File: src/rtl/func_root_gen.sv
// func_root_gen: two-stage root coprocessor with start/busy/done handshake.
//   mode 0: y = floor(sqrt(a + floor(cbrt(b))))
//   mode 1: y = floor(cbrt(a + floor(sqrt(b))))
// Both roots share one digit-by-digit engine (x = remainder, y = partial root).
// The engine does one iteration per cycle. Latency is fixed by WIDTH and mode only.
// Ports:
//   clk_i    clock, rising edge
//   rst_i    asynchronous active-low reset
//   a_bi     operand a, sampled when a start is accepted
//   b_bi     operand b, sampled when a start is accepted
//   mode_i   function select, sampled when a start is accepted
//   start_i  request, honoured only in IDLE
//   busy_o   operation in flight
//   done_o   one-cycle pulse when y_bo is updated
//   y_bo     result, held until the next completion
module func_root_gen #(
    parameter int unsigned WIDTH = 8,
    parameter int unsigned YW    = (WIDTH + 2) / 2
) (
    input  logic             clk_i,
    input  logic             rst_i,
    input  logic [WIDTH-1:0] a_bi,
    input  logic [WIDTH-1:0] b_bi,
    input  logic             mode_i,
    input  logic             start_i,
    output logic             busy_o,
    output logic             done_o,
    output logic [YW-1:0]    y_bo
);

    // SW holds a + root without overflow. BW is wide enough for any shifted
    // subtrahend, so the trial value never truncates.
    localparam int unsigned SW = WIDTH + 1;
    localparam int unsigned BW = SW + 4;

    // Starting iteration index (iterations - 1) for each root and operand size
    localparam logic [4:0] ItCbB = 5'((WIDTH + 2) / 3 - 1);
    localparam logic [4:0] ItSqB = 5'((WIDTH + 1) / 2 - 1);
    localparam logic [4:0] ItSqS = 5'((SW + 1) / 2 - 1);
    localparam logic [4:0] ItCbS = 5'((SW + 2) / 3 - 1);

    typedef enum logic [1:0] {StIdle, StRoot1, StSum, StRoot2} state_e;

    state_e           state_q, state_d;
    logic [WIDTH-1:0] a_q, a_d;
    logic             mode_q, mode_d;
    logic [SW-1:0]    x_q, x_d;
    logic [YW-1:0]    y_q, y_d;
    logic [4:0]       cnt_q, cnt_d;
    logic             busy_q, busy_d;
    logic             done_q, done_d;
    logic [YW-1:0]    y_out_q, y_out_d;

    logic             cbrt_sel;
    logic [5:0]       sh;
    logic [YW-1:0]    y_sh;
    logic [BW-1:0]    y_ext;
    logic [BW-1:0]    bb;
    logic             take;
    logic [SW-1:0]    x_it;
    logic [YW-1:0]    y_it;

    // One engine iteration, for whichever root the current stage needs
    always_comb begin
        cbrt_sel = (state_q == StRoot1) ? ~mode_q : mode_q;
        sh       = cbrt_sel ? 6'(cnt_q) * 6'd3 : {cnt_q, 1'b0};
        y_sh     = {y_q[YW-2:0], 1'b0};
        y_ext    = BW'(y_sh);
        if (cbrt_sel) begin
            // (y+1)^3 - y^3 = 3y(y+1) + 1
            bb = (BW'(3) * y_ext * (y_ext + BW'(1)) + BW'(1)) << sh;
        end else begin
            // (y+1)^2 - y^2 = 2y + 1
            bb = ((y_ext << 1) + BW'(1)) << sh;
        end
        take = (BW'(x_q) >= bb);
        x_it = take ? x_q - bb[SW-1:0] : x_q;
        y_it = take ? (y_sh | YW'(1)) : y_sh;
    end

    always_comb begin
        state_d = state_q;
        a_d     = a_q;
        mode_d  = mode_q;
        x_d     = x_q;
        y_d     = y_q;
        cnt_d   = cnt_q;
        busy_d  = busy_q;
        done_d  = 1'b0;
        y_out_d = y_out_q;
        unique case (state_q)
            StIdle: begin
                if (start_i) begin
                    a_d     = a_bi;
                    mode_d  = mode_i;
                    x_d     = {1'b0, b_bi};
                    y_d     = '0;
                    cnt_d   = mode_i ? ItSqB : ItCbB;
                    busy_d  = 1'b1;
                    state_d = StRoot1;
                end
            end
            StRoot1: begin
                x_d   = x_it;
                y_d   = y_it;
                cnt_d = cnt_q - 5'd1;
                if (cnt_q == 5'd0) begin
                    state_d = StSum;
                end
            end
            StSum: begin
                // y_q holds the first root here
                x_d     = {1'b0, a_q} + SW'(y_q);
                y_d     = '0;
                cnt_d   = mode_q ? ItCbS : ItSqS;
                state_d = StRoot2;
            end
            StRoot2: begin
                x_d   = x_it;
                y_d   = y_it;
                cnt_d = cnt_q - 5'd1;
                if (cnt_q == 5'd0) begin
                    y_out_d = y_it;
                    done_d  = 1'b1;
                    busy_d  = 1'b0;
                    state_d = StIdle;
                end
            end
            default: state_d = StIdle;
        endcase
    end

    always_ff @(posedge clk_i or negedge rst_i) begin
        if (!rst_i) begin
            state_q <= StIdle;
            a_q     <= '0;
            mode_q  <= 1'b0;
            x_q     <= '0;
            y_q     <= '0;
            cnt_q   <= '0;
            busy_q  <= 1'b0;
            done_q  <= 1'b0;
            y_out_q <= '0;
        end else begin
            state_q <= state_d;
            a_q     <= a_d;
            mode_q  <= mode_d;
            x_q     <= x_d;
            y_q     <= y_d;
            cnt_q   <= cnt_d;
            busy_q  <= busy_d;
            done_q  <= done_d;
            y_out_q <= y_out_d;
        end
    end

    assign busy_o = busy_q;
    assign done_o = done_q;
    assign y_bo   = y_out_q;

endmodule

File: config.mk
export PLATFORM = sky130hd
export DESIGN_NAME = func_root_gen
export DESIGN_NICKNAME = d
export VERILOG_FILES = /design/src/rtl/func_root_gen.sv
export SDC_FILE = /design/constraint.sdc
export NUM_CORES = 1
export LEC_CHECK = 0
export ABC_CLOCK_PERIOD_IN_PS = 7200
export CORE_MARGIN = 5
export CORE_UTILIZATION = 35
export CTS_CLUSTER_DIAMETER = 60
export CTS_CLUSTER_SIZE = 14
export DETAILED_ROUTE_END_ITERATION = 8
export PLACE_DENSITY = 0.59
export SLEW_MARGIN = 0
export SYNTH_ARGS = -nofsm -noshare
export SYNTH_HDL_FRONTEND = slang
export SYNTH_SLANG_ARGS = --single-unit
File: constraint.sdc
create_clock -name clk_i -period 7.2 [get_ports clk_i]
set_input_delay 1.8 -clock clk_i [delete_from_list [all_inputs] [get_ports clk_i]]
set_output_delay 1.8 -clock clk_i [all_outputs]
set_load 0.01 [all_outputs]
; Word level (Yosys, flattened, before mapping)
; Index checks and enable logic that the tools add are counted.
[op_classes]
addsub = 6
mul = 3
n_div = 0
order_cmp = 1
eq_ne = 7
shifts = 2
mux = 22
bitwise = 1
reduce_logical = 9
[ops]
columns = cell, n
row1 = $pmux 5 s3, 2
row2 = $pmux 9 s3, 1
row3 = $mux 9, 2
row4 = $add 13x1->13 const B, 1
row5 = $ge 9x13->1, 1
row6 = $mux 13, 1
row7 = $shl 13x6->13, 1
row8 = $shl 7x6->13, 1
row9 = $mul 6x6->12, 1
row10 = $mux 5, 2
row11 = $add 8x5->9, 1
row12 = $sub 9x9->9, 1
row13 = $pmux 2 s4, 1
row14 = $add 6x1->7 const B, 1
row15 = $mux 1, 7
row16 = $add 5x1->6 const B, 1
row17 = $mul 2x4->6 const A, 1
row18 = $mul 5x2->6 const B, 1
row19 = $mux 2, 3
row20 = $mux 6, 1
row21 = $reduce_and 2->1, 3
row22 = $reduce_and 3->1, 2
row23 = $logic_not 5->1, 1
row24 = $sub 5x1->5 const B, 1
row25 = other kinds (10), 13
[word_totals]
reg_bits = 37
latch_bits = 0
mem_bits_rw = 0
rom_bits = 0
inputBits = 20
word_cells = 60
mem_count = 0

; Longest topological paths before layout
; Gate-level depths: netlist of run 1.
[logic_depth]
depth_word = 8
depth_mapped = 28
mapped_depth_nobuf = 28

; Worst setup path before layout of run 1
; No wires, ideal clock.
[synth_path]
path_type = register -> register
start = register y_q[0]
end = register x_q[1]
arrival_time_ns = 6.115
path_slack_ns = 0.960
path_stages_with_launch = 26
n_path_buf = 0
synth_period_minus_slack_ns = 6.240
path_cell_list = dfrtp_1 > ha_1 > fa_1 > a21oi_1 > inv_1 > fa_1 > inv_1 > fa_1 > fa_1 > inv_1 > ha_1 > xnor2_1 > o211ai_1 > or4_1 > o211ai_1 > nor2_1 > o32ai_1 > nand2_1 > ha_1 > nand4_1 > nor2_1 > a221o_1 > a31oi_1 > a21oi_1 > o31ai_4 > mux2_2
[synth_between]
elab_chain_len = 8
word_cells_on_any_way = 15
classes_between = 5 x add/sub / 2 x mul / 1 x order compare / 1 x eq/ne / 2 x shift / 3 x mux / 1 x reduce/logical
[synth_rtl]
columns = element, line_no
row1 = start: declaration, 48  ; logic [YW-1:0] y_q, y_d;
row2 = start signal: assignment, 149  ; y_q <= y_d;
row3 = $mul 2x4->6 or $add 5x1->6 (tied branches), 71  ; bb = (BW'(3) * y_ext * (y_ext + BW'(1)) + BW'(1)) << sh;
row4 = $mul 6x6->12, 71
row5 = $add 13x1->13, 71
row6 = $shl 13x6->13, 71
row7 = $mux 13, 69  ; if (cbrt_sel) begin
row8 = $sub 9x9->9 or $ge 9x13->1 (tied branches), "77, 76"
row9 = $mux 9 or $ne 2x1->1 (tied branches), --
row10 = $pmux 9 s3 or $reduce_and 2->1 (tied branches), --
row11 = end signal: assignment, 138  ; x_q <= '0;
row12 = end signal: assignment, 148  ; x_q <= x_d;
row13 = end: declaration, 47  ; logic [SW-1:0] x_q, x_d;
; Parallel ways exist; a longest one is shown, timed or not. The select of a mux whose other input is x is not followed.
; A chain may end at the register's enable or synchronous reset.

; Worst setup path in the final report of run 1
[layout_path]
start = register y_q[1]
end = register x_q[8]
; The elaborated chain is that of the path after synthesis.

==> results of run 1 <==
==> power groups by stage <==
| stage | Sequential (mW) | Clock, mW | Combinational [mW] |
|---|---|---|---|
| after floorplan | 0.359 | 0 | 1.48 |
| after global placement | 0.395 | 0 | 1.89 |
| after CTS | 0.394 | 0.230 | 1.93 |
| after detailed placement | 0.398 | 0 | 1.91 |
| final | 0.394 | 0.225 | 1.96 |
| after global routing | 0.407 | 0.240 | 2.16 |
==> flip-flops by register name, summed over array words and instances (netlist names) <==
| register | cells |
|---|---|
| cnt_q | 5 |
| y_q | 5 |
| a_q | 8 |
| busy_o | 1 |
| y_bo | 5 |
| x_q | 9 |
| state_q | 2 |
| done_o | 1 |
| mode_q | 1 |
==> routing by layer <==
metal | share of wire [%] | GRT usage (%) | vias to the layer above
met5 | 0 | 0 | -
met3 | 3.8 | 1.54 | 26
met2 | 46 | 24.0 | 100
met4 | 2.8 | 5.03 | 0
met1 | 48 | 21.4 | 1832
li1 | - | - | 1852
==> cell usage in the layout (no fill, tap or decap), drive strengths merged, types with 13 or more instances in the layout <==
cell / n
fa: 15
o21ai: 35
a21oi: 30
clkdlybuf4s50: 25
nor2: 31
nand2: 47
xnor2: 16
nand3: 13
and2: 13
mux2: 20
ha: 59
dfrtp: 37
inv: 37
==> critical path: cells and delay by family, from the launching register on <==
kind / cells / cell delay, ns
adders and majority gates: 7 / 2.81
AOI/OAI and AO/OA: 7 / 1.29
and+or+nand+nor: 6 / 0.99
xor gates and xnor gates: 2 / 0.51
DFF: 1 / 0.47
muxes: 1 / 0.40
buffers and inverters: 2 / 0.12
==> path summary, 6_finish.rpt <==
kind | to | depth (start not counted) | slack [ns]
min reg2reg | y_bo[0]$_DFFE_PN0P_ | 2 | 0.50
max in group asynchronous | y_q[2]$_DFFE_PN0P_ | 1 | 5.00
max reg2reg | x_q[8]$_DFFE_PN0P_ | 25 | 0.50
max | x_q[8]$_DFFE_PN0P_ | 25 | 0.50
min | y_bo[0]$_DFFE_PN0P_ | 2 | 0.50
min in group asynchronous | x_q[0]$_DFFE_PN0P_ | 1 | 1.61
==> cell families after synthesis <==
logic type | Yosys count | synth area share, %
AOI/OAI and AO/OA | 132 | 20.3
xor gates and xnor gates | 23 | 4.85
adders and majority gates | 74 | 24.1
buffers and inverters | 51 | 4.51
DFF | 37 | 21.5
muxes | 30 | 7.56
and+or+nand+nor | 150 | 17.2
==> metrics by stage <==
step                util (%)  worst slack (ns)
floorplan                  -             0.960
global placement        39.3             0.563
detailed placement      39.3             0.404
CTS                     40.6             0.375
global route            40.9            0.0564
finish                  40.9             0.499
==> repair_timing <==
| action | in CTS | in global routing |
|---|---|---|
| buffers inserted | 0 | 2 |
| setup endpoints to repair | 0 | 10 |
| resized for setup | 0 | 6 |
==> layout make-up <==
cell class | count | area [sq um]
fill | 1208 | 7100
multi-input combinational | 409 | 3210
sequential | 37 | 928
timing repair buffer | 32 | 300
tap | 147 | 184
inverter | 38 | 143
clock buffer | 6 | 139
clock inverter | 2 | 13.8
==> impl_table.tex, run 1 <==
\begin{tabular}{lr}
\hline
Metric & Value \\
\hline
\multicolumn{2}{l}{\textbf{Outcome}} \\
\quad Run status & complete, no violations \\
\multicolumn{2}{l}{\textbf{Pwr}} \\
\quad Leakage & 2.28 nW \\
\quad Worst IR drop on VDD & 0.000262 V \\
\quad Total design power & 2.58 mW \\
\quad Combinational group share of total power & 76.0\% \\
\quad Net switching power & 1.32 mW \\
\quad Switching part of the total & 51.2\% \\
\quad Sequential share of power & 15.3\% \\
\quad Proportion of power drawn by the clock network & 8.7\% \\
\quad Total internal power & 1.26 mW \\
\quad Pwr Density & 524 nW/um\^{}2 \\
\multicolumn{2}{l}{\textbf{Place}} \\
\quad Instance count after placement with tap cells included & 661 \\
\quad HPWL reported at the end of detailed placement & 8750 um \\
\quad Total of buffers placed on input and output ports & 26 \\
\quad Final Wtd Congestion & 0.938 \\
\quad Cell area reported after detailed placement & 4720 sq um \\
\multicolumn{2}{l}{\textbf{Clock network}} \\
\quad CTS tree & done \\
\quad \# hold bufs at CTS & 0 \\
\quad Clock buffer count from CTS & 5 \\
\quad TritonCTS sink count & 37 \\
\quad Post-CTS clock slew at the launch and capture registers of the worst setup and hold paths & approximately 0.06 ns \\
\quad Buffer levels on the longest clock path & 2 \\
\quad \# H-tree levels & 2 \\
\quad Master cell of the clock root buffer & sky130\_fd\_sc\_hd\_\_clkbuf\_16 \\
\quad Clock insertion delay at the later pin of the skew report & 0.28 ns \\
\multicolumn{2}{l}{\textbf{Detailed routing}} \\
\quad Routed vias/inst & 5.68 \\
\quad Remaining DRCs & 0 \\
\quad Detail-routed net length per standard cell & around 16 um \\
\quad Detailed-route via count & 3810 \\
\quad Violation count after the first detailed-route iteration & 195 \\
\quad Antenna-violating nets left & 0 \\
\quad Detailed-routing iteration count for the pre-antenna-repair pass & 5 \\
\quad Aggregate routed wire length & approximately 11000 um \\
\multicolumn{2}{l}{\textbf{Critical path}} \\
\quad Sort of element at the start of the critical path & flop \\
\quad Slowest cell on crit path & sky130\_fd\_sc\_hd\_\_fa\_1 \\
\quad Arrival time of the worst setup path & 6.86 ns \\
\quad Largest stage delay on the critical path & 0.54 ns \\
\quad First element of the critical path & y\_q[1]\$\_DFFE\_PN0P\_ \\
\quad Critical path peak fanout & 9 \\
\quad CP Capture Type & flop \\
\quad CP most frequent cell & sky130\_fd\_sc\_hd\_\_fa\_1 \\
\quad Data required time of the critical path & 7.36 ns \\
\quad Type of the setup path with the least slack & flop to flop \\
\quad Source of the worst register-to-register timing path & y\_q[1]\$\_DFFE\_PN0P\_ \\
\multicolumn{2}{l}{\textbf{Logic synthesis}} \\
\quad Synth area leaders & sky130\_fd\_sc\_hd\_\_dfrtp\_1 (22\%), sky130\_fd\_sc\_hd\_\_ha\_1 (17\%), sky130\_fd\_sc\_hd\_\_fa\_1 (7.0\%) \\
\quad Most frequently used flop master after synthesis & sky130\_fd\_sc\_hd\_\_dfrtp\_1 \\
\quad Cell accounting for the most synthesized area & sky130\_fd\_sc\_hd\_\_dfrtp\_1 \\
\quad Synth Cell Area & 4300 sq um \\
\quad Most numerous cell types in the synthesized netlist & sky130\_fd\_sc\_hd\_\_ha\_1 (59), sky130\_fd\_sc\_hd\_\_nand2\_1 (47), sky130\_fd\_sc\_hd\_\_dfrtp\_1 (37), sky130\_fd\_sc\_hd\_\_inv\_1 (37), sky130\_fd\_sc\_hd\_\_o21ai\_0 (35) \\
\quad Synth cell types & just under 60 \\
\quad Top-area cell type share of the netlist area & between 20\% and 30\% \\
\quad Count of state elements after synthesis & 37 \\
\quad Syn Nets & 591 \\
\quad Most repeated cell in the gate-level netlist after synthesis & sky130\_fd\_sc\_hd\_\_ha\_1 \\
\quad Synthesis warning total & 0 \\
\quad Sequential-to-total area share from yosys stat & between 20\% and 30\% \\
\quad Number of synthesized flops with an enable pin & 0 \\
\quad Synthesized area divided by synthesized cell count & 8.66 sq um \\
\quad Ys async rst share & 100\% \\
\quad Synthesized instance count & 497 \\
\multicolumn{2}{l}{\textbf{Floorplan}} \\
\quad Initial Utilization & 35.8\% \\
\quad Core area & 12000 sq um \\
\quad Area of the die & 14600 sq um \\
\quad DIE HEIGHT & 121 um \\
\quad Ports placed on the boundary & 27 \\
\quad Die span in x & $\sim$120 um \\
\quad Rows & 40 \\
\multicolumn{2}{l}{\textbf{GRT}} \\
\quad Overall overflow remaining after global route & 0 \\
\quad Overall routing resource usage & between 10\% and 20\% \\
\quad Maximum number of pins on one net before global-route repair & 38 \\
\quad Vias in the first global route & $\sim$3800 \\
\quad Antenna violations before repair & 0 \\
\quad Wire length of the first global-routing pass & between 15000 and 20000 um \\
\multicolumn{2}{l}{\textbf{STA}} \\
\quad Worst hold slack after final layout & roughly 0.50 ns \\
\quad Min Tclk post-route & 6.70 ns \\
\quad Worst clock skew & 0.00476 ns \\
\quad RSZ-0062 raised after global routing & false \\
\quad Number of max-slew violations in the final report & 0 \\
\quad Setup Viol. Count Final & 0 \\
\quad Max Clk Rate & 0.149 GHz \\
\quad Post-route setup TNS & 0 ns \\
\quad Transition at the pin with the smallest max-transition slack & 1.13 ns \\
\quad Fraction of the cycle the final worst path needs & roughly 93\% \\
\quad Worst-case headroom to the max-slew limit & 24.3\% \\
\quad Final hold vios & 0 \\
\multicolumn{2}{l}{\textbf{Layout}} \\
\quad Antenna diodes & 0 \\
\quad Post-layout nets & a little over 600 \\
\quad Finished Cell Area & 4910 sq um \\
\quad Layout cells sized above 1 & 9.16\% \\
\quad Finished Layout Cells & between 600 and 700 \\
\quad Area delta synth->final & 14.2\% \\
\multicolumn{2}{l}{\textbf{Run}} \\
\quad Max Cap Viol & 0 \\
\multicolumn{2}{l}{\textbf{Min path}} \\
\quad Startpoint of the tightest hold check path & y\_bo[0]\$\_DFFE\_PN0P\_ \\
\quad Worst Hold Class & flop to flop \\
\hline
\end{tabular}
(Power assumes the default switching activity.)
==> inputs of run 2 (changes only) <==
--- a/config.mk
+++ b/config.mk
@@ -6,6 +6,7 @@
 export NUM_CORES = 1
 export LEC_CHECK = 0
 export ABC_CLOCK_PERIOD_IN_PS = 7200
+export CORE_ASPECT_RATIO = 1.75
 export CORE_MARGIN = 5
 export CORE_UTILIZATION = 35
 export CTS_CLUSTER_DIAMETER = 60
==> run 2 against run 1 <==
  * Largest power group unchanged
  * Largest cell class unchanged
  * Final cell count increased by 2.7%
  * Die area rose by 0.60%
  * Highest routed layer unchanged
  * Clock skew is 0.0018 ns lower
  * Sequential share of layout area fell by 0.073 points
  * Clock-buffer cell count did not move
  * Setup slack got worse by 0.069 ns
  * Register-to-register slack got worse by 0.07 ns
  * Routed wire length up 8.2%
  * Global-route usage increased by 1.1 points
  * Flip-flop and latch count unchanged
==> impl_table.tex, run 2 (synthesis gave the netlist of run 1 again) <==
\begin{tabular}{lr}
\hline
Metric & Value \\
\hline
\multicolumn{2}{l}{\textbf{Critical path}} \\
\quad Length in cells of the worst reg-to-reg path & 28 \\
\quad Source of the worst register-to-register timing path & y\_q[1]\$\_DFFE\_PN0P\_ \\
\quad Type of the setup path with the least slack & flop to flop \\
\quad Arrival time of the worst setup path & 6.94 ns \\
\quad Capture point of the worst reg-to-reg path & x\_q[7]\$\_DFFE\_PN0P\_ \\
\quad CP most frequent cell & sky130\_fd\_sc\_hd\_\_nor2\_1 \\
\quad Flop-to-flop setup slack & 0.43 ns \\
\quad CP Capture Type & flop \\
\quad First element of the critical path & y\_q[1]\$\_DFFE\_PN0P\_ \\
\quad Sort of element at the start of the critical path & flop \\
\quad Largest stage delay on the critical path & between 0.5 and 0.6 ns \\
\quad Critical path peak fanout & 9 \\
\quad Buf+Inv Stages, Crit Path & 3 \\
\quad Family with the most delay on the worst path & adder cells \\
\quad Data required time of the critical path & 7.37 ns \\
\quad Slowest cell on crit path & sky130\_fd\_sc\_hd\_\_fa\_1 \\
\multicolumn{2}{l}{\textbf{Layout}} \\
\quad Most frequent standard cell in the layout excluding fill and tap cells & sky130\_fd\_sc\_hd\_\_ha\_1 \\
\quad Number of flip-flops under the largest register name & 9 \\
\quad Layout cells sized above 1 & 8.59\% \\
\quad Top reg by flops & x\_q \\
\quad Layout filler cell count & 1228 \\
\quad Area delta synth->final & 14.4\% \\
\quad Total area of sequential cells & 927 sq um \\
\quad Area used by multi-input combinational logic & between 3000 and 4000 sq um \\
\quad Antenna diodes & 0 \\
\quad Largest registers & x\_q (9), a\_q (8) \\
\quad Finished Cell Area & $\sim$5000 sq um \\
\quad Post-layout nets & 618 \\
\quad Top library cells by usage in the layout, fill and taps aside & sky130\_fd\_sc\_hd\_\_ha\_1 (59), sky130\_fd\_sc\_hd\_\_nand2\_1 (47), sky130\_fd\_sc\_hd\_\_inv\_1 (37) \\
\multicolumn{2}{l}{\textbf{Detailed routing}} \\
\quad Aggregate routed wire length & 11700 um \\
\quad Routed vias/inst & 5.50 \\
\quad Antenna-violating nets left & 0 \\
\quad Violation count after the first detailed-route iteration & 178 \\
\quad Remaining DRCs & 0 \\
\quad Detail-routed net length per standard cell & $\sim$17 um \\
\quad Detailed-routing iteration count for the pre-antenna-repair pass & 4 \\
\quad Detailed-route via count & $\sim$3800 \\
\multicolumn{2}{l}{\textbf{STA}} \\
\quad Worst hold slack after final layout & 0.472 ns \\
\quad Setup Viol. Count Final & 0 \\
\quad RSZ-0062 raised after global routing & false \\
\quad Min Tclk post-route & 6.77 ns \\
\quad Final hold vios & 0 \\
\quad Final critical-path setup slack & 0.430 ns \\
\quad Fraction of the cycle the final worst path needs & 94.0\% \\
\quad Max Clk Rate & about 0.15 GHz \\
\quad Transition at the pin with the smallest max-transition slack & 0.832 ns \\
\quad Worst-case headroom to the max-slew limit & 44.5\% \\
\quad Post-route setup TNS & 0 ns \\
\quad Number of max-slew violations in the final report & 0 \\
\quad Worst clock skew & 0.00293 ns \\
\multicolumn{2}{l}{\textbf{GRT}} \\
\quad Vias in the first global route & 3877 \\
\quad Overall routing resource usage & 16.2\% \\
\quad Wire length of the first global-routing pass & 18900 um \\
\quad Overall overflow remaining after global route & 0 \\
\quad Antenna violations before repair & 0 \\
\quad Maximum number of pins on one net before global-route repair & 38 \\
\multicolumn{2}{l}{\textbf{Floorplan}} \\
\quad Ports placed on the boundary & 27 \\
\quad Die span in x & 93.8 um \\
\quad DIE HEIGHT & $\sim$160 um \\
\quad Initial Utilization & between 30 and 40\% \\
\quad Area of the die & between 10000 and 15000 sq um \\
\quad Rows & 53 \\
\quad Core area & 12100 sq um \\
\multicolumn{2}{l}{\textbf{Clock network}} \\
\quad Master cell of the clock root buffer & sky130\_fd\_sc\_hd\_\_clkbuf\_16 \\
\quad CTS tree & done \\
\quad Post-CTS clock slew at the launch and capture registers of the worst setup and hold paths & 0.05 ns \\
\quad Clock buffer count from CTS & 5 \\
\quad Buffer levels on the longest clock path & 2 \\
\quad Clock insertion delay at the later pin of the skew report & 0.28 ns \\
\quad TritonCTS sink count & 37 \\
\quad \# hold bufs at CTS & 0 \\
\quad \# H-tree levels & 2 \\
\multicolumn{2}{l}{\textbf{Place}} \\
\quad Cell area reported after detailed placement & 4760 sq um \\
\quad HPWL reported at the end of detailed placement & 9620 um \\
\quad Total of buffers placed on input and output ports & 26 \\
\quad Worst slack at placement & 0.329 ns \\
\quad Final Wtd Congestion & 0.930 \\
\multicolumn{2}{l}{\textbf{Pwr}} \\
\quad Total design power & 2.59 mW \\
\quad Leakage & 2.28 nW \\
\quad Worst IR drop on VDD & 0.000205 V \\
\quad Pwr Density & 526 nW/um\^{}2 \\
\multicolumn{2}{l}{\textbf{Run}} \\
\quad Max Cap Viol & 0 \\
\multicolumn{2}{l}{\textbf{Min path}} \\
\quad Worst hold endpoint & y\_bo[4]\$\_DFFE\_PN0P\_ \\
\quad Worst Hold Class & flop to flop \\
\quad Hold depth & 2 \\
\quad Startpoint of the tightest hold check path & y\_bo[4]\$\_DFFE\_PN0P\_ \\
\multicolumn{2}{l}{\textbf{Outcome}} \\
\quad Run status & complete, no violations \\
\hline
\end{tabular}
## run 2: metal layers
| metal | routed length, um | GRT usage [%] |
|---|---|---|
| met3 | 271 | 1.25 |
| met2 | 6810 | 33.0 |
| met5 | 0 | 0 |
| met1 | 4150 | 16.0 |
| met4 | 422 | 7.16 |
## run 2: worst max-delay path by stage
stage,to,cells after the start
floorplan,x_q[1]$_DFFE_PN0P_,25
global placement,x_q[1]$_DFFE_PN0P_,27
detailed placement,x_q[4]$_DFFE_PN0P_,27
CTS,x_q[7]$_DFFE_PN0P_,27
global route,x_q[1]$_DFFE_PN0P_,28
finish,x_q[7]$_DFFE_PN0P_,28
## run 2: power breakdown
group | switching, mW | total, mW | internal [mW]
registers | 0.102 | 0.399 | 0.297
clock network | 0.0817 | 0.217 | 0.136
logic | 1.15 | 1.97 | 0.824
## run 2: repair_timing
| action | in CTS | in global routing |
|---|---|---|
| setup buffers | 0 | 1 |
| resized for setup | 0 | 4 |
| endpoints found under the setup margin | 0 | 9 |
## run 2: tightest hold or removal path, delay by kind of cell, from the launching register on
family | cells | cell delay, ns
flip-flops | 1 | 0.33
AND/OR/NAND/NOR | 2 | 0.11
## run 2: layout make-up
cell class                      count  share of cell area, %
Clock buffer                        6                   2.82
Clock inverter                      1                  0.152
Inverter                           38                   2.90
Multi-Input combinational cell    409                   64.9
Sequential cell                    37                   18.8
Tap cell                          165                   4.19
Timing Repair Buffer               33                   6.25
## run 2: per-stage QoR
| stage | util (%) | cells |
|---|---|---|
| 3_5_place_dp | 39.4 | 681 |
| 4_1_cts | 40.6 | 688 |
| 5_1_grt | 40.8 | 689 |
| 3_3_place_gp | 39.4 | 681 |
| 2_1_floorplan | - | 497 |
| 6_report | 40.8 | 689 |
==> RTL change 1: new RTL, config.mk and constraints of run 1 <==
`x_q` no longer has a reset.
--- a/src/rtl/func_root_gen.sv
+++ b/src/rtl/func_root_gen.sv
@@ -136,5 +136,4 @@
             a_q     <= '0;
             mode_q  <= 1'b0;
-            x_q     <= '0;
             y_q     <= '0;
             cnt_q   <= '0;
@@ -146,5 +145,4 @@
             a_q     <= a_d;
             mode_q  <= mode_d;
-            x_q     <= x_d;
             y_q     <= y_d;
             cnt_q   <= cnt_d;
@@ -155,4 +153,8 @@
     end
 
+    always_ff @(posedge clk_i) begin
+        x_q <= x_d;
+    end
+
     assign busy_o = busy_q;
     assign done_o = done_q;
Function: same outputs for any inputs over 10 cycles, from zero or initial values and one cycle with rst_i low; that may be too few to reach the edited logic, so the function may still have changed.
==> RTL change 1 against run 1 <==
- synthesized area grew 0.87%
- non-clock buffer count down 1
- final area up 0.48%
- setup slack gained 0.14 ns
- routed wire length grew 1.5%
- sequential cell count stayed put
Power is left out: the tool's default activity adds up to more than one toggle a clock period on the data nets, which glitch-free logic cannot reach.
==> RTL change 1: results (changes against run 1) <==
* Share of layout cells above drive strength 1 at 0.0694 (was 0.0916)
* Worst-skew pair later-pin latency at 0.28 ns (about the same)
* Antenna Cells at 0 (unchanged)
* All-Layer GR Usage at 0.155 (was 0.151)
* Share of flip-flops with an asynchronous set or reset at 0.757 (was 1.00)
* Syn_nets at 606 (was 591)
* Final #Nets at 626 (was 617)
* DRC at 0 (unchanged)
* Dpl hpwl at 8.82 mm (was 8.75 mm)
* Worst stage delay on the critical path at 0.56 ns (was 0.54 ns)
* Vias at 3769 (was 3810)
* Netlist cell types at 63 (was 59)
* Ranking of synthesized cells by area: ha_1 17%, dfrtp_1 16%, fa_1 6.9% (was dfrtp_1 22%, ha_1 17%, fa_1 7.0%)
* Number of synthesized flops with an enable pin at 9 (was 0)
* Clock Tree Root: clkbuf_16 (unchanged)
* GP Congestion at 0.968 (was 0.938)
* Wire per inst at 15.6 µm (was 16.1 µm)
* Outcome: finished, final reports clean (unchanged)
* CP Max Fanout at 14 (was 9)
* CTS Buf Count at 5 (unchanged)
* Largest net degree at the start of global routing at 29 (was 38)
* First DRT Iteration DRCs at 281 (was 195)
* Max reg flops at 9 (unchanged)
* Commonest cells post-synth: 59 x ha_1, 45 x nand2_1, 44 x a21oi_1 (was 59 x ha_1, 47 x nand2_1, 37 x dfrtp_1, 37 x inv_1, 35 x o21ai_0)
* Top flop regs: x_q x9, a_q x8 (unchanged)
* Tightest Hold Check Type: reg -> reg (unchanged)
* Max clock buf depth at 2 (unchanged)
* Initial antenna violation count at 0 (unchanged)
* Seq/Total Area, Yosys at 0.224 (was 0.215)
* Synth warn at 0 (unchanged)
* Critical path's slowest cell: dfrtp_1 (was fa_1)
* Fill count at 1186 (was 1208)
* Headroom to the max-slew limit at 0.359 (was 0.243)
* Number of port buffers at 26 (unchanged)
* Arrival @ worst endpoint at 6.55 ns (was 6.86 ns)
* First-pass GRT wire length at 18.5 mm (was 18.2 mm)
* Number of global-route vias before repair at 3700 (was 3761)
* Final Skew at 0.00443 ns (was 0.00476 ns)
==> RTL change 1: area by class of cell <==
class / instances / area share
clock inverter: 2 / 0.00786
timing repair buffer: 31 / 0.0603
multi-input combinational: 415 / 0.630
tap: 168 / 0.0426
inverter: 42 / 0.0319
sequential: 37 / 0.197
clock buffer: 6 / 0.0304
==> RTL change 1: stage by stage <==
stage / util / setup slack [ns] / hold slack (ns) / cells / area, µm²
floorplan: - / 1.21 / 0.443 / 512 / 4340
global placement: 0.394 / 0.945 / 0.459 / 693 / 4750
detailed placement: 0.394 / 0.624 / 0.466 / 693 / 4750
CTS: 0.409 / 0.609 / 0.481 / 701 / 4940
global route: 0.409 / 0.0496 / 0.509 / 701 / 4940
finish: 0.409 / 0.639 / 0.475 / 701 / 4940
==> RTL change 1: final timing paths <==
check	from	endpoint	slack (ns)	depth (start not counted)
worst max-delay path	y_q[1]	x_q[5]	0.64	24
worst min-delay path	y_bo[4]	y_bo[4]	0.47	2
worst max register to register	y_q[1]	x_q[5]	0.64	24
worst min register to register	y_bo[4]	y_bo[4]	0.47	2
max in group asynchronous	rst_i	done_o	5.01	2
min in group asynchronous	rst_i	a_q[6]	1.90	2
==> RTL change 1: kinds of logic after synthesis <==
family	Yosys count	share of synthesized area
simple gates	152	0.166
compound gates	151	0.224
fa+ha+maj	74	0.239
buf+inv	60	0.0597
flops	37	0.224
xor+xnor	23	0.0481
mux	15	0.0386
==> RTL change 1: per-layer routing <==
layer / share of wire / routed length, µm / GRT usage
met4: 0.025 / 271 / 0.0546
met5: 0 / 0 / 0
met1: 0.47 / 5110 / 0.210
met2: 0.47 / 5110 / 0.255
met3: 0.041 / 453 / 0.0145
==> RTL change 2: new RTL, config.mk and constraints of run 1 <==
Without the edit above. The 4 states of `state_e` get a one-hot encoding in 4 bits.
--- a/src/rtl/func_root_gen.sv
+++ b/src/rtl/func_root_gen.sv
@@ -40,5 +40,5 @@
     localparam logic [4:0] ItCbS = 5'((SW + 2) / 3 - 1);
 
-    typedef enum logic [1:0] {StIdle, StRoot1, StSum, StRoot2} state_e;
+    typedef enum logic [3:0] {StIdle = 4'b0001, StRoot1 = 4'b0010, StSum = 4'b0100, StRoot2 = 4'b1000} state_e;
 
     state_e           state_q, state_d;
Formal check against the unedited RTL: no difference found for any inputs over 10 cycles, from zero or initial values and one cycle with rst_i low; not proved beyond that.
==> RTL change 2 against run 1 <==
- first-iteration DRC count is 35% higher
- setup slack worse by 0.11 ns
- largest cell class unchanged
- critical path depth is 4 higher
- sequential cell count is 2 higher
- highest routed layer unchanged
- non-clock buffer count is 3 higher
- power is 11% lower
- clock skew is 0.0055 ns higher
- final area is 2.3% higher
- routed wire length is 7.6% higher
- cell count is 8.6% higher
- synthesized area is 3.0% higher
- clock power is 2% higher
==> RTL change 2: results (changes against run 1) <==
* Worst stage delay on the critical path at between 0.5 and 0.6 ns
* CP Max Fanout at 8 (was 9)
* Antenna Cells at 0 (unchanged)
* Dpl hpwl at 9.16 mm (was 8.75 mm)
* Max clock buf depth at 2 (unchanged)
* Post-Layout Cell Count at 729 (was 671)
* CTS clock-pin slew for the worst setup and hold paths at 0.06 ns (about the same)
* Pleak at 2.31 nW (was 2.28 nW)
* Avg Inst Size Synth at 8.26 µm² (was 8.66 µm²)
* Largest net degree at the start of global routing at 40 (was 38)
* Number of port buffers at 26 (unchanged)
* Wirelength, routed at 11.6 mm (was 10.8 mm)
* Post-CTS Repair Setup Buffers at 0 (unchanged)
* Max reg flops at 9 (unchanged)
* Cts repair resizes at 0 (unchanged)
* First DRT Iteration DRCs at 263 (was 195)
* Seq/Total Area, Yosys at 0.220 (was 0.215)
* Fill count at 1307 (was 1208)
* CTS Buf Count at 5 (unchanged)
* First-pass GRT wire length at 19.5 mm (was 18.2 mm)
* Tightest Hold Check Type: reg -> reg (unchanged)
* Final #Nets at 644 (was 617)
* All-Layer GR Usage at 0.159 (was 0.151)
* Share of flip-flops with an asynchronous set or reset at 1.00 (unchanged)
* Final Skew at 0.0102 ns (was 0.00476 ns)
* Netlist cell types at 65 (was 59)
* Ranking of synthesized cells by area: dfrtp_1 21%, ha_1 15%, fa_1 6.8% (was dfrtp_1 22%, ha_1 17%, fa_1 7.0%)
* Initial antenna violation count at 0 (unchanged)
* Share of layout cells above drive strength 1 at 0.0628 (was 0.0916)
* Commonest cells post-synth: 67 x nand2_1, 53 x ha_1, 47 x nor2_1 (was 59 x ha_1, 47 x nand2_1, 37 x dfrtp_1, 37 x inv_1, 35 x o21ai_0)
* Placed Cells at 719 (was 661)
* Maximum vdd ir drop at 0.317 mV (was 0.262 mV)
* Arrival @ worst endpoint at 6.98 ns (was 6.86 ns)
* Headroom to the max-slew limit at 0.293 (was 0.243)
* Dpl ws at 0.339 ns (was 0.404 ns)
* Syn_nets at 625 (was 591)
* H-tree depth reported by CTS at 2 (unchanged)
* GP Congestion at 0.902 (was 0.938)
* Vias at 3982 (was 3810)
* Outcome: finished, final reports clean (unchanged)
## RTL change 2: changes by cell type after synthesis, moves of 7 or more
cell / change
mux2_2: -16
nand2_1: +20
nor2_1: +16
nor3_1: +8
o21ai_0: -7
## RTL change 2: final cells by class
class	count	share of cell area
inverter	35	0.0269
tap	172	0.0428
timing repair buffer	35	0.0642
clock buffer	6	0.0276
multi-input combinational	440	0.641
sequential	39	0.195
clock inverter	2	0.00274
## RTL change 2: power by group
group / total [mW] / internal [mW] / switching, mW
registers: 0.380 / 0.293 / 0.0869
logic: 1.67 / 0.654 / 1.02
clock network: 0.229 / 0.138 / 0.0903
## RTL change 2: logic make-up after synthesis
| group | share of synthesized area |
|---|---|
| compound gates | 0.216 |
| mux | 0.0271 |
| fa+ha+maj | 0.217 |
| buf+inv | 0.0548 |
| simple gates | 0.217 |
| xor+xnor | 0.0474 |
| flops | 0.220 |
## RTL change 2: per-stage QoR
step	util	hold slack [ns]	instance area (µm²)	setup TNS (ns)	total power [mW]
finish	0.401	0.474	5020	0	2.28
global route	0.401	0.492	5020	-0.0438	2.47
CTS	0.399	0.479	5000	0	2.25
detailed placement	0.387	0.464	4840	0	2.00
global placement	0.387	0.462	4840	0	1.99
floorplan	-	0.452	4430	0	1.62
## RTL change 2: final timing paths
kind,from,depth (start not counted),end,slack (ns)
max in group asynchronous,rst_i,1,y_q[2],4.93
hold / removal,y_bo[1],2,y_bo[1],0.47
min in group asynchronous,rst_i,1,x_q[3],1.65
setup reg to reg,y_q[2],29,x_q[7],0.39
setup / recovery,y_q[2],29,x_q[7],0.39
hold reg to reg,y_bo[1],2,y_bo[1],0.47
## RTL change 2: routing by layer
layer  GRT usage  routed length (µm)
met5           0                   0
met4      0.0287                  70
met3      0.0180                 450
met2       0.278                5600
met1       0.215                5480
